## config.mk

```make
export PLATFORM = sky130hd
export DESIGN_NAME = intc_flat
export DESIGN_NICKNAME = d
export VERILOG_FILES = /design/src/rtl/intc_if.sv /design/src/rtl/intc.sv /design/src/flat_wrapper.sv
export SDC_FILE = /design/constraint.sdc
export NUM_CORES = 1
export LEC_CHECK = 0
export BUFFER_PORTS_ARGS = -buffer_cell sky130_fd_sc_hd__buf_2
export CAP_MARGIN = 20
export CORE_MARGIN = 2
export CORE_UTILIZATION = 45
export CTS_BUF_LIST = sky130_fd_sc_hd__clkbuf_16
export DETAILED_ROUTE_END_ITERATION = 7
export HOLD_SLACK_MARGIN = 0.15
export PLACE_DENSITY = 0.75
export RECOVER_POWER = 100
export SYNTH_ARGS = -nofsm -noshare
export SYNTH_HDL_FRONTEND = slang
export SYNTH_SLANG_ARGS = --single-unit
```

## constraint.sdc

```tcl
create_clock -name clk -period 3.86 [get_ports clk]
set_clock_uncertainty 0.15 [all_clocks]
set_input_delay 0.579 -clock clk [delete_from_list [all_inputs] [get_ports clk]]
set_output_delay 0.579 -clock clk [all_outputs]
set_load 0.02 [all_outputs]
```

## src/rtl/intc_if.sv

```systemverilog
// Bus and interrupt signals between the CPU side and the interrupt controller.
// The controller takes the slave view; the CPU side (or a bench) takes the master view.
interface intc_if;
  logic [7:0]  irq;
  logic        sel;
  logic [1:0]  addr;
  logic        rd;
  logic        wr;
  logic [31:0] data_in;
  logic [31:0] data_out;
  logic        hwint;

  modport master (
    output irq, sel, addr, rd, wr, data_in,
    input  data_out, hwint
  );

  modport slave (
    input  irq, sel, addr, rd, wr, data_in,
    output data_out, hwint
  );
endinterface

```

## src/rtl/intc.sv

```systemverilog
// Eight-source priority interrupt controller: edge-latched pending bits, enable mask,
// claim/EOI in-service tracking and a registered preemption-aware hwint request.
module intc (
  input  logic  clk,
  input  logic  rst,
  intc_if.slave bus
);

  typedef enum logic [1:0] {
    REG_PENDING = 2'd0,
    REG_ENABLE  = 2'd1,
    REG_CLAIM   = 2'd2,
    REG_EOI     = 2'd3
  } regSel_e;

  logic [7:0] pending_q, pending_d;
  logic [7:0] enable_q, enable_d;
  logic [7:0] inService_q, inService_d;
  logic [7:0] irqPrev_q;
  logic       hwint_q, hwint_d;

  regSel_e    regSel;
  logic       readEn;
  logic       writeEn;
  logic [7:0] rise;
  logic [7:0] eligible;
  logic       anyEligible;
  logic [2:0] bestId;
  logic [3:0] topIsr;
  logic       claim;
  logic       unusedDataIn;

  assign regSel       = regSel_e'(bus.addr);
  assign readEn       = bus.sel & bus.rd;
  // A simultaneous read wins, so the write strobe is masked by rd.
  assign writeEn      = bus.sel & bus.wr & ~bus.rd;
  assign rise         = bus.irq & ~irqPrev_q;
  assign eligible     = pending_q & enable_q;
  assign anyEligible  = |eligible;
  assign claim        = readEn && (regSel == REG_CLAIM) && anyEligible;
  assign unusedDataIn = ^bus.data_in[31:8];

  always_comb begin
    bestId = 3'd0;
    topIsr = 4'd8;
    for (int i = 7; i >= 0; i--) begin
      if (eligible[i]) bestId = 3'(i);
      if (inService_q[i]) topIsr = 4'(i);
    end
  end

  // Edge sets are applied last so they beat W1C and claim clears on the same bit.
  always_comb begin
    pending_d   = pending_q;
    enable_d    = enable_q;
    inService_d = inService_q;
    if (writeEn && (regSel == REG_PENDING)) pending_d = pending_d & ~bus.data_in[7:0];
    if (writeEn && (regSel == REG_ENABLE))  enable_d  = bus.data_in[7:0];
    if (writeEn && (regSel == REG_EOI))     inService_d[bus.data_in[2:0]] = 1'b0;
    if (claim) begin
      pending_d[bestId]   = 1'b0;
      inService_d[bestId] = 1'b1;
    end
    pending_d = pending_d | rise;
    hwint_d   = anyEligible && ({1'b0, bestId} < topIsr);
  end

  always_comb begin
    bus.data_out = 32'd0;
    if (readEn) begin
      unique case (regSel)
        REG_PENDING: bus.data_out = {24'd0, pending_q};
        REG_ENABLE:  bus.data_out = {24'd0, enable_q};
        REG_CLAIM:   bus.data_out = anyEligible ? {1'b1, 28'd0, bestId} : 32'd0;
        REG_EOI:     bus.data_out = {24'd0, inService_q};
      endcase
    end
  end

  // irqPrev resets high so sources already asserted at reset release do not latch.
  always_ff @(posedge clk or posedge rst) begin
    if (rst) begin
      pending_q   <= 8'h00;
      enable_q    <= 8'h00;
      inService_q <= 8'h00;
      irqPrev_q   <= 8'hFF;
      hwint_q     <= 1'b0;
    end else begin
      pending_q   <= pending_d;
      enable_q    <= enable_d;
      inService_q <= inService_d;
      irqPrev_q   <= bus.irq;
      hwint_q     <= hwint_d;
    end
  end

  assign bus.hwint = hwint_q;

endmodule

```

## src/flat_wrapper.sv

```systemverilog
// flat-port wrapper written by rule: the top's interface ports become plain ports
module intc_flat 
  (clk, rst, bus_irq, bus_sel, bus_addr, bus_rd, bus_wr, bus_data_in, bus_data_out, bus_hwint);
  intc_if bus_i ();
  input  logic clk;
  input  logic rst;
  input wire logic [$bits(bus_i.irq)-1:0] bus_irq;
  input wire logic [$bits(bus_i.sel)-1:0] bus_sel;
  input wire logic [$bits(bus_i.addr)-1:0] bus_addr;
  input wire logic [$bits(bus_i.rd)-1:0] bus_rd;
  input wire logic [$bits(bus_i.wr)-1:0] bus_wr;
  input wire logic [$bits(bus_i.data_in)-1:0] bus_data_in;
  output wire logic [$bits(bus_i.data_out)-1:0] bus_data_out;
  output wire logic [$bits(bus_i.hwint)-1:0] bus_hwint;
  assign bus_i.irq = bus_irq;
  assign bus_i.sel = bus_sel;
  assign bus_i.addr = bus_addr;
  assign bus_i.rd = bus_rd;
  assign bus_i.wr = bus_wr;
  assign bus_i.data_in = bus_data_in;
  assign bus_data_out = bus_i.data_out;
  assign bus_hwint = bus_i.hwint;
  intc u_core (.clk(clk), .rst(rst), .bus(bus_i));
endmodule
```

==> run_results.csv <==
group,metric,value,unit
global_routing,antenna_found_initial,0,
drt,drt_iter0_markers,65,
global_routing,grt_pass1_vias,1492,
setup_path,max_stage_delay,650,ps
cts,htree_levels,2,
global_routing,grt_pass1_wl,7010,microns
run_status,status,"finished with violations",
place,routabilityCongestion,0.905,
setup_path,cp-start-kind,"input port",
floorplanning,fp.coreArea,0.00432,sq mm
setup_path,path_max_fanout,20,
cells_and_area,area_growth,9.99,%
power_and_ir_drop,swShare,0.338,
synth,synth_common_cells,"nand2_1, dfrtp_1, buf_4",
drt,route.detailed.drc,0,
setup_path,crit_arrival,2150,ps
synth,netlist-cell-type-count,43,
sta,fin_ws,979,ps
drt,wl_per_cell,14.3,microns
sta,grt_setup_unrepaired,"false",
cts,insertion_delay,270,ps
sta,slew_headroom,0.0145,
setup_path,cp-end-kind,"output port",
floorplanning,die_x,70.7,microns
power_and_ir_drop,power.switching,409,uW
cells_and_area,ff_latch_area,836,sq um
setup_path,cp_slowest_cell,"clkbuf_1",
synth,avgSynthCellArea,9.73,sq um
power_and_ir_drop,ir_drop,0.000363,V
place,dpl.hpwl,3090,microns
cts,cts.sinks,33,
synth,ys_seq_area_frac,0.417,
global_routing,grt_overflow,0,
place,dp_cells,287,
cts,cts_buffer_depth,2,
place,pre_cts_ws,1250,ps
synth,yosys-top-cells-area,"dfrtp_1, dfstp_2, buf_4",
floorplanning,start_util,0.464,
setup_path,cp_top_family,"buffers and inverters",
hold_path,hold_path.class,"in2async",
synth,yosysTopAreaCellShare,0.312,
global_routing,grt_max_degree,21,
power_and_ir_drop,p_per_area,549,mW/mm^2
power_and_ir_drop,p_total,1.21,mW
power_and_ir_drop,p_int,802,uW
sta,worst_pin_slew,1460,ps
power_and_ir_drop,p_clk_frac,0.297,
synth,synth.largest_area_cell,"dfrtp_1",
sta,post-route-period-util,0.746,
sta,fmax,347,MHz
cts,numCtsBuffers,5,
drt,detail-route-antenna-nets,0,
power_and_ir_drop,p_leak,0.966,nW
synth,synth_area,0.00200,sq mm
synth,ys_warn_count,0,
job,maxCapViolations,1,
drt,wirelength,4210,microns
cts,cts_tree,"done",
sta,fin_crit,2880,ps
setup_path,path_class,"in2out",
cells_and_area,fillers,429,
cts,cts-resized-gates,0,
floorplanning,io_pins,80,
power_and_ir_drop,pwr-share-comb,0.288,
synth,netlist_instances,206,
synth,synth_flop_cell,"dfrtp_1",
global_routing,track_usage,0.182,
cells_and_area,antennaDiodeCount,0,
synth,synth.ff_latch_count,33,
floorplanning,die_area,0.00500,sq mm
cts,hold_buffers,0,
sta,finalSetupTns,0,ps
floorplanning,num_rows,24,
cells_and_area,instances_no_fill,294,
synth,synth-edff-count,0,
place,port_buffers,32,
sta,slew_violations,0,
floorplanning,die_h,70.7,microns
setup_path,crit_chain,"clkbuf_1 > mux4_2 > nor2b_4 > clkbuf_1",
run_status,failed_checks,"capacitance limit",
setup_path,crit_top_cell,"clkbuf_1",
sta,setup_viol,0,
cts,clk_pin_slew,50,ps
setup_path,required,3130,ps
synth,yosysMostFrequentCell,"nand2_1",
drt,route.vias.total,1584,
synth,synthArstFlopShare,1.00,
cts,cts_setup_buffers,0,
sta,hold_viol,0,
cts,root_buffer,"clkbuf_16",
cells_and_area,nets,291,
cells_and_area,drive_gt1_frac,0.178,
drt,viasPerCell,5.39,
setup_path,path_buf_inv,2,
power_and_ir_drop,seqPwrFrac,0.415,
drt,drt_first_pass_iters,4,
cells_and_area,multi_input_area,981,sq um
## worst paths after layout
check,startpoint,end,slack (ps),cells after the start
worst max-delay path,bus_addr[1],bus_data_out[1],980,4
worst min-delay path,rst,u_core.pending_q[0],200,2
worst max register to register,u_core.pending_q[1],u_core.bus.hwint,1800,7
worst min register to register,u_core.irqPrev_q[1],u_core.pending_q[1],370,1
max in group asynchronous,rst,u_core.inService_q[6],2150,3
min in group clk,bus_irq[1],u_core.irqPrev_q[1],240,1
## cell families after synthesis
logic type | after synthesis | synth area share
AO/OA/AOI/OAI | 42 | 0.169
adder cells (fa/ha/maj) | 2 | 0.0125
buffers and inverters | 39 | 0.123
flip-flops | 33 | 0.417
multiplexers | 15 | 0.0924
other | 1 | 0.00187
AND/OR/NAND/NOR | 74 | 0.184
## state kept, by name, summed over array words and instances (netlist names)
register	flops
u_core.bus.hwint	1
u_core.enable_q	8
u_core.inService_q	8
u_core.irqPrev_q	8
u_core.pending_q	8
## area by class of cell
class                   instances  share of cell area
multi-input cells             156               0.445
clock inverters                 2             0.00341
flip-flops and latches         33               0.379
well taps                      52              0.0295
repair buffers                 35              0.0675
clock buffers                   5              0.0568
inverters                      11              0.0187
## metal layers
| layer | track usage | wire, microns |
|---|---|---|
| met5 | 0 | 0 |
| met3 | 0.0613 | 276 |
| met1 | 0.227 | 1870 |
| met4 | 0.0713 | 84 |
| met2 | 0.294 | 1990 |
## power groups by stage
| stage | Sequential [mW] | Clock [mW] | Combinational (mW) |
|---|---|---|---|
| final | 0.502 | 0.360 | 0.349 |
| after global routing | 0.514 | 0.382 | 0.392 |
| after CTS | 0.500 | 0.367 | 0.360 |
| after detailed placement | 0.504 | 0 | 0.358 |
| after global placement | 0.505 | 0 | 0.348 |
| after floorplan | 0.487 | 0 | 0.296 |
## through the flow
step	cell area (sq um)	hold WS, ps	util
after floorplan	2090	339	-
after global placement	2120	342	0.491
after detailed placement	2150	360	0.497
after CTS	2280	254	0.528
after global routing	2200	246	0.510
final	2200	195	0.510
## cell usage in the layout (no fill, tap or decap), drive strengths merged, types with 6 or more instances in the layout
cell type,instances
inv,12
nand2b,6
dfstp,8
buf,14
conb,23
dfrtp,25
nand2,31
clkbuf,26
mux2,8
a32o,7
o21ai,10
nor2,16
## worst reg2reg max path: cells and delay by family, from the launching register on
| family | cells | cell delay (ps) |
|---|---|---|
| AO/OA/AOI/OAI | 5 | 1000 |
| AND/OR/NAND/NOR | 1 | 110 |
| adder cells (fa/ha/maj) | 1 | 280 |
| flip-flops | 1 | 440 |
Power figures use the tool's default switching activity.
